## src/rtl/memory_arbiter.sv

```systemverilog
// memory_arbiter: shares one word-wide RAM port between the icache and dcache.
// Zero-latency combinational grant with dcache priority, dcache block-transfer
// lock, an icache starvation bound and a sticky bus-error flag.
`timescale 1ns/1ps
module memory_arbiter #(
    parameter int unsigned BURST_LEN   = 2,
    parameter int unsigned MAX_DSTREAK = 4
) (
    input  logic        CLK,
    input  logic        RST,
    input  logic        iREN,
    input  logic [31:0] iaddr,
    output logic        iwait,
    output logic [31:0] iload,
    input  logic        dREN,
    input  logic        dWEN,
    input  logic [31:0] daddr,
    input  logic [31:0] dstore,
    output logic        dwait,
    output logic [31:0] dload,
    output logic        ramREN,
    output logic        ramWEN,
    output logic [31:0] ramaddr,
    output logic [31:0] ramstore,
    input  logic [31:0] ramload,
    input  logic [1:0]  ramstate,
    output logic        bus_err
);

    localparam int unsigned BCW = (BURST_LEN > 1) ? $clog2(BURST_LEN) : 1;
    localparam int unsigned SCW = $clog2(MAX_DSTREAK + 1);

    localparam logic [1:0] RAM_ACCESS = 2'd2;
    localparam logic [1:0] RAM_ERROR  = 2'd3;

    localparam logic [BCW-1:0] BURST_LAST = BCW'(BURST_LEN - 1);
    localparam logic [SCW-1:0] STREAK_MAX = SCW'(MAX_DSTREAK);

    typedef enum logic [1:0] {
        OWN_NONE = 2'd0,
        OWN_I    = 2'd1,
        OWN_D    = 2'd2
    } owner_t;

    owner_t         owner_q, owner_d;
    logic [BCW-1:0] burst_cnt_q, burst_cnt_d;
    logic [SCW-1:0] dstreak_q, dstreak_d;
    logic           bus_err_q, bus_err_d;

    owner_t g;
    logic   d_req;
    logic   d_done;
    logic   i_done;
    logic   burst_end;

    assign d_req = dREN | dWEN;

    // Effective grant: held owner first, else dcache unless icache is owed a turn.
    always_comb begin
        // NOTE: every signal written here gets a default first so no latch is inferred.
        g = OWN_NONE;
        if (RST) begin
            // Reset clears the flops asynchronously, but the grant is combinational
            // from the requests, so it is forced idle here to keep strobes low.
            g = OWN_NONE;
        end else if (owner_q != OWN_NONE) begin
            g = owner_q;
        end else if (d_req && !(iREN && dstreak_q == STREAK_MAX)) begin
            g = OWN_D;
        end else if (iREN) begin
            g = OWN_I;
        end
    end

    assign d_done    = (g == OWN_D) && (ramstate == RAM_ACCESS) && d_req;
    assign i_done    = (g == OWN_I) && (ramstate == RAM_ACCESS) && iREN;
    assign burst_end = d_done && (burst_cnt_q == BURST_LAST);

    // RAM port drive follows the granted requester's live inputs.
    always_comb begin
        ramREN   = 1'b0;
        ramWEN   = 1'b0;
        ramaddr  = 32'h0;
        ramstore = 32'h0;
        unique case (g)
            OWN_D: begin
                ramWEN   = dWEN;
                ramREN   = dREN & ~dWEN;
                ramaddr  = daddr;
                ramstore = dstore;
            end
            OWN_I: begin
                ramREN  = iREN;
                ramaddr = iaddr;
            end
            default: ;
        endcase
    end

    assign iwait   = ~i_done;
    assign dwait   = ~d_done;
    assign iload   = ramload;
    assign dload   = ramload;
    assign bus_err = bus_err_q;

    // Next owner, burst position, starvation streak and sticky error flag.
    always_comb begin
        owner_d     = owner_q;
        burst_cnt_d = burst_cnt_q;
        dstreak_d   = dstreak_q;
        bus_err_d   = bus_err_q | ((g != OWN_NONE) && (ramstate == RAM_ERROR));

        if (d_done) begin
            if (burst_end) begin
                owner_d     = OWN_NONE;
                burst_cnt_d = '0;
            end else begin
                owner_d     = OWN_D;
                burst_cnt_d = burst_cnt_q + BCW'(1);
            end
        end else if (i_done) begin
            owner_d = OWN_NONE;
        end else if (g == OWN_D && d_req) begin
            owner_d = OWN_D;
        end else if (g == OWN_I && iREN) begin
            owner_d = OWN_I;
        end else begin
            // Request withdrawn (or nothing granted): abandon any partial burst.
            owner_d     = OWN_NONE;
            burst_cnt_d = '0;
        end

        if (!iREN || i_done) begin
            dstreak_d = '0;
        end else if (burst_end && dstreak_q != STREAK_MAX) begin
            dstreak_d = dstreak_q + SCW'(1);
        end
    end

    // State registers with asynchronous active-high reset.
    always_ff @(posedge CLK or posedge RST) begin
        if (RST) begin
            owner_q     <= OWN_NONE;
            burst_cnt_q <= '0;
            dstreak_q   <= '0;
            bus_err_q   <= 1'b0;
        end else begin
            // NOTE: sequential state uses non-blocking assignments so all flops update together.
            owner_q     <= owner_d;
            burst_cnt_q <= burst_cnt_d;
            dstreak_q   <= dstreak_d;
            bus_err_q   <= bus_err_d;
        end
    end

endmodule

```

## config.mk

```make
export PLATFORM = sky130hd
export DESIGN_NAME = memory_arbiter
export DESIGN_NICKNAME = d
export VERILOG_FILES = /design/src/rtl/memory_arbiter.sv
export SDC_FILE = /design/constraint.sdc
export NUM_CORES = 1
export LEC_CHECK = 0
export CELL_PAD_IN_SITES_DETAIL_PLACEMENT = 0
export CELL_PAD_IN_SITES_GLOBAL_PLACEMENT = 2
export CORE_ASPECT_RATIO = 0.7
export CORE_MARGIN = 1
export CORE_UTILIZATION = 10
export CTS_CLUSTER_DIAMETER = 40
export CTS_CLUSTER_SIZE = 25
export DETAILED_ROUTE_END_ITERATION = 10
export PLACE_DENSITY = 0.92
export SYNTH_ARGS = -nofsm -noshare
export SYNTH_HDL_FRONTEND = slang
export SYNTH_SLANG_ARGS = --single-unit
export TNS_END_PERCENT = 50
```

## constraint.sdc

```tcl
create_clock -name CLK -period 5.75 [get_ports CLK]
set_input_delay 1.4375 -clock CLK [delete_from_list [all_inputs] [get_ports CLK]]
set_output_delay 1.4375 -clock CLK [all_outputs]
set_load 0.03 [all_outputs]
```

[Word level (Yosys, flattened, before mapping)]
Cells that the tools add are included.
Word-level totals
  memories kept: 0
  bits in registers: 7
  latch bits: 0
  output and inout port bits: 133
  logic and storage cells: 59
  memory bits (writable): 0
  bits of input ports: 135
  memory bits (read-only): 0
Operators by class
  $mul: 0
  multiplexer cells: 20
  shift operators: 0
  equality and inequality tests: 9
  $add $sub $neg: 2
  bitwise gates (word level): 6
  order comparisons: 0
  reduce and logical (&&, ||, !) cells: 18
  div/mod/pow operators: 0
Operator list (count)
  32-bit one-hot mux with 2 select lines: 1
  32-bit 2-to-1 mux: 1
  2-bit 2-to-1 mux: 7
  1-bit logical AND: 11
  1-bit 2-to-1 mux: 8
  2-bit equality test, second input constant: 3
  3-bit 2-to-1 mux: 2
  2-bit inequality test, second input constant: 3
  2-bit nonzero test: 3
  3-bit by 1-bit adder with 3-bit output, second input constant: 1
  3-bit equality test, second input constant: 1
  3-bit inequality test, second input constant: 1
  1-bit inverter: 3
  3-bit AND reduction: 1
  2-bit by 1-bit equality test with 1-bit output, second input constant: 1
  1-bit zero test: 2
  1-bit bitwise OR: 2
  1-bit one-hot mux with 2 select lines: 1
  1-bit adder, second input constant: 1
  1-bit AND: 1
  1-bit logical OR: 1

[Longest topological paths before layout]
  depth in word-level cells: 14
  mapped depth: 10
  gate-level depth less buffers: 9

[Worst setup path after synthesis]
Ideal clock, no wire load.
  kind: input to output
  from: in dWEN
  to: out ramREN
  setup slack: 1060 ps
  stages on the path: 7
  path buffers: 1
  arrival: 3252 ps
  data required time: 4313 ps
  path through: nor2_1 -> a211oi_1 -> or3_1 -> ha_1 -> clkbuf_1 -> nand3b_1 -> a21boi_0
On the way
  longest elaborated chain between the ends: 7
RTL lines
  start, declared: RTL line 16  | input logic dWEN,
  1-bit bitwise OR: RTL line 56  | assign d_req = dREN | dWEN;
  1-bit logical AND: RTL line 68  | end else if (d_req && !(iREN && dstreak_q == STREAK_MAX)) begin
  2-bit 2-to-1 mux: RTL line 68
  2-bit 2-to-1 mux: RTL line 66  | end else if (owner_q != OWN_NONE) begin
  2-bit 2-to-1 mux: RTL line 62  | if (RST) begin
  2-bit by 1-bit equality test with 1-bit output / 2-bit equality test (equally long branches): RTL line 85  | unique case (g)
  1-bit one-hot mux with 2 select lines (*): RTL line 85
  end, declared: RTL line 21  | output logic ramREN,
Every way passes the cells marked *; elsewhere a longest branch is shown, timed or not.

[Worst setup path in the final report]
  from: in dWEN
  to: out ramstore[21]
On the way
  longest elaborated chain between the ends: 7
RTL lines
  1-bit bitwise OR: RTL line 56
  1-bit logical AND: RTL line 68
  2-bit 2-to-1 mux: RTL line 68
  2-bit 2-to-1 mux: RTL line 66
  2-bit 2-to-1 mux: RTL line 62
  2-bit equality test: RTL line 85
  32-bit 2-to-1 mux: RTL line 85
  end, declared: RTL line 24  | output logic [31:0] ramstore,
Every way passes these cells.

==> metrics.txt <==
# TYPE chip_impl_metric gauge
chip_impl_metric{name="ctsResizeCount",unit=""} 0
chip_impl_metric{name="numCtsBuffers",unit=""} 3
chip_impl_metric{name="netlist_area",unit="mm²"} 0.00165
chip_impl_metric{name="synth.lib_cells_used.distinct",unit=""} 29
chip_impl_metric{name="vias_in_the_first_global_route",unit=""} 1940
chip_impl_info{name="type_of_destination_of_the_critical_path",value="output pin"} 1
chip_impl_metric{name="clock_tree.htree_level_count",unit=""} 1
chip_impl_metric{name="final_layout_size_suffix_gt1_share",unit="%"} 14.3
chip_impl_metric{name="p_per_area",unit="mW/mm²"} 135
chip_impl_metric{name="ios",unit=""} 268
chip_impl_metric{name="floorplan_die_width",unit="µm"} 156
chip_impl_metric{name="cp_max_fo",unit=""} 55
chip_impl_metric{name="adder_cell_fraction_of_synth_area",unit="%"} 3.78
chip_impl_metric{name="path_clk_slew",unit="ps"} 30
chip_impl_metric{name="grt_overflow",unit=""} 0
chip_impl_metric{name="cts_sinks",unit=""} 7
chip_impl_info{name="tritoncts",value="yes"} 1
chip_impl_metric{name="synthesis.nets",unit=""} 366
chip_impl_metric{name="timing_worst_slew_pin_value",unit="ps"} 478
chip_impl_info{name="crit_top_cell",value="clkdlybuf4s50_1"} 1
chip_impl_info{name="cp_slowest_cell",value="clkdlybuf4s50_1"} 1
chip_impl_info{name="worst_path_class_setup",value="primary input to output pin"} 1
chip_impl_info{name="critical_path.startpoint_type",value="primary input"} 1
chip_impl_metric{name="hold_viol_final",unit=""} 0
chip_impl_metric{name="syn_area_per_cell",unit="µm²"} 7.32
chip_impl_metric{name="max_clock_freq",unit="MHz"} 180
chip_impl_info{name="highest-signal-layer",value="met4"} 1
chip_impl_metric{name="met2WireLength",unit="mm"} 3.50
chip_impl_metric{name="final_nets",unit=""} 470
chip_impl_metric{name="gp_congestion",unit=""} 0.657
chip_impl_info{name="cpLargestDelayFamily",value="buffers and inverters"} 1
chip_impl_info{name="status",value="completed"} 1
chip_impl_info{name="cts-root-buf",value="clkbuf_16"} 1
chip_impl_metric{name="met3_wire_len",unit="µm"} 917
chip_impl_metric{name="crit_arrival",unit="ps"} 4120
chip_impl_info{name="synth_top_family_by_area",value="buffers and inverters"} 1
chip_impl_metric{name="whs",unit="ps"} 503
chip_impl_metric{name="max-clock-path-buffers",unit=""} 2
chip_impl_metric{name="drt_iter0_markers",unit=""} 127
chip_impl_metric{name="placed_cells",unit=""} 545
chip_impl_metric{name="flow.area_growth_from_synthesis",unit="%"} 94.5
chip_impl_metric{name="design.core.area",unit="mm²"} 0.0158
chip_impl_metric{name="wire_length_of_the_first_global_routing_pass",unit="mm"} 10.3
chip_impl_metric{name="initial_antenna_violation_count",unit=""} 0
chip_impl_metric{name="crit_required",unit="ps"} 4310
chip_impl_metric{name="clock-skew-final",unit="ps"} 3.25
chip_impl_metric{name="worst_path_largest_cell_delay",unit="ps"} 700
chip_impl_info{name="path_cells",value="clkdlybuf4s50_1, nor2_1, a211oi_1, or3_1, ha_2, buf_12, and2_1, clkdlybuf4s50_1"} 1
chip_impl_metric{name="row_count",unit=""} 38
chip_impl_info{name="kind_of_path_behind_the_tightest_hold_check",value="flip-flop to flip-flop"} 1
chip_impl_metric{name="wl_per_cell",unit="µm"} 13.4
chip_impl_metric{name="cts_setup_buffers",unit=""} 0
chip_impl_metric{name="detailroute.via_count",unit=""} 1946
chip_impl_metric{name="final_min_period_over_clock_period",unit="%"} 96.6
chip_impl_metric{name="share_of_synthesized_area_spent_on_multiplexers",unit="%"} 0
chip_impl_metric{name="globalRouteTotalUtil",unit="%"} 7.86
chip_impl_metric{name="post_dp_cell_area",unit="mm²"} 0.00314
chip_impl_metric{name="ir_drop",unit="mV"} 0.0914
chip_impl_metric{name="port_buffers",unit=""} 171
chip_impl_metric{name="synth-seq-cells",unit=""} 7
chip_impl_metric{name="report.final.slew_viol_count",unit=""} 0
chip_impl_metric{name="xor_and_xnor_area_share_after_synthesis",unit="%"} 0
chip_impl_metric{name="fin_tns_setup",unit="ps"} 0
chip_impl_metric{name="synth.yosys.seq_area_share",unit="%"} 10.6
chip_impl_metric{name="die_boundary_height",unit="µm"} 110
chip_impl_metric{name="syn-instance-count",unit=""} 226
chip_impl_metric{name="detailed_place_hpwl",unit="mm"} 6.09
chip_impl_metric{name="critical_path_buffers_and_inverters",unit=""} 3
chip_impl_metric{name="wl_met1",unit="mm"} 2.82
chip_impl_info{name="setup_repair_after_global_routing_missed_its_margin",value="no"} 1
chip_impl_metric{name="yosysWarnings",unit=""} 0
chip_impl_metric{name="number_of_hold_buffers_added_after_cts",unit=""} 0
chip_impl_metric{name="clock_insertion_delay_worst_skew",unit="ps"} 230
chip_impl_metric{name="detail_route.drc_violations",unit=""} 0
chip_impl_metric{name="drt-total-wl",unit="mm"} 7.35
chip_impl_metric{name="post_dr_vias_cell",unit=""} 3.54
chip_impl_metric{name="synthSimpleGateAreaFrac",unit="%"} 30.8
chip_impl_metric{name="drt-pass1-iter-count",unit=""} 4
chip_impl_metric{name="initial_utilization",unit="%"} 10.4
chip_impl_metric{name="p_leak",unit="µW"} 0.00118
chip_impl_metric{name="ant_nets",unit=""} 0
chip_impl_metric{name="antenna-diode-count",unit=""} 0
chip_impl_metric{name="period_needed",unit="ps"} 5560
chip_impl_metric{name="final_cell_area",unit="mm²"} 0.00322
chip_impl_metric{name="setup_viol",unit=""} 0
chip_impl_metric{name="cap_violations",unit=""} 0
chip_impl_metric{name="die_area",unit="mm²"} 0.0171
chip_impl_metric{name="max-slew-margin-rel",unit="%"} 67.9
chip_impl_metric{name="synth_compound_gate_area_share",unit="%"} 21.6
chip_impl_metric{name="layoutNonFillerInstCount",unit=""} 549
chip_impl_metric{name="grt_max_degree",unit=""} 56
==> final timing paths <==
path | depth (start not counted) | slack (ps) | endpoint | start
min in group asynchronous | 2 | 1560 | burst_cnt_q | RST
hold / removal | 1 | 500 | bus_err | bus_err
setup reg to reg | 10 | 2770 | dstreak_q[0] | dstreak_q[0]
max in group asynchronous | 2 | 3930 | owner_q[1] | RST
setup / recovery | 8 | 190 | ramstore[21] | dWEN
hold reg to reg | 1 | 500 | bus_err | bus_err
==> metrics by stage <==
step / power, µW / worst slack [ps] / utilization, %
final: 434 / 193 / 20.3
after global placement: 314 / 392 / 19.8
after floorplan: 255 / 1060 / -
after global routing: 454 / 63.9 / 20.3
after CTS: 437 / 202 / 20.3
after detailed placement: 317 / 205 / 19.8
==> flip-flops by register name, indices dropped and copies added, names as in the netlist <==
name / count
burst_cnt_q: 1
bus_err: 1
dstreak_q: 3
owner_q: 2
==> routing by layer <==
| metal | GRT usage [%] | up-vias |
|---|---|---|
| met1 | 8.26 | 867 |
| met2 | 14.3 | 151 |
| met5 | 0 | - |
| met4 | 2.45 | 0 |
| met3 | 3.35 | 19 |
| li1 | - | 909 |
==> cell type report <==
cell class | instances | area [µm²]
Fill cell | 1758 | 12600
Timing Repair Buffer | 177 | 1740
Multi-Input combinational cell | 137 | 931
Tap cell | 220 | 275
Sequential cell | 7 | 175
Clock buffer | 4 | 78.8
Inverter | 4 | 15.0
==> power breakdown <==
| part | leakage [µW] | internal (µW) | switching (µW) |
|---|---|---|---|
| Sequential | 0.0000903 | 53.5 | 3.99 |
| Clock | 0.0000382 | 92.2 | 25.9 |
| Combinational | 0.00105 | 138 | 121 |
==> cell usage after synthesis <==
master	count	area, µm²
dfrtp_1	7	175
a21oi_1	4	20.0
nor2b_1	34	213
nand3b_1	2	15.0
nand4b_1	1	8.76
o21bai_1	1	7.51
clkbuf_1	12	45.0
or3_1	1	6.26
o31ai_1	2	15.0
a311oi_1	2	17.5
a21bo_2	1	10.0
a22oi_1	32	240
a21boi_0	1	7.51
buf_4	64	480
inv_1	4	15.0
a211oi_1	1	7.51
nor2_1	3	11.3
nand3_1	1	5.00
o21a_1	2	15.0
or4_1	1	7.51
and2_1	34	213
and3b_1	1	8.76
o21ai_1	1	5.00
nand2_1	3	11.3
a31oi_1	1	6.26
buf_2	2	10.0
o21ai_0	1	5.00
ha_1	5	62.6
nor3_1	2	10.0
==> cell usage in the layout (no fill, tap or decap), types with 2 or more instances in the layout <==
cell type / Yosys / final
and2_1: 34 / 34
nand3b_1: 2 / 2
a21oi_1: 4 / 4
clkdlybuf4s50_1: 0 / 135
buf_4: 64 / 36
o21a_1: 2 / 2
buf_12: 0 / 6
dfrtp_1: 7 / 7
ha_1: 5 / 4
nor2b_1: 34 / 34
o31ai_1: 2 / 2
a22oi_1: 32 / 32
inv_1: 4 / 4
nor2_1: 3 / 3
nor3_1: 2 / 2
clkbuf_16: 0 / 3
a311oi_1: 2 / 2
nand2_1: 3 / 3
==> kinds of logic (layout without fill, tap and decap cells) <==
| kind of cell | after synthesis | in the layout |
|---|---|---|
| DFF | 7 | 7 |
| buffers and inverters | 82 | 185 |
| and+or+nand+nor | 83 | 83 |
| AOI/OAI and AO/OA | 49 | 49 |
| adders and majority gates | 5 | 5 |
Power figures use the tool's default switching activity.
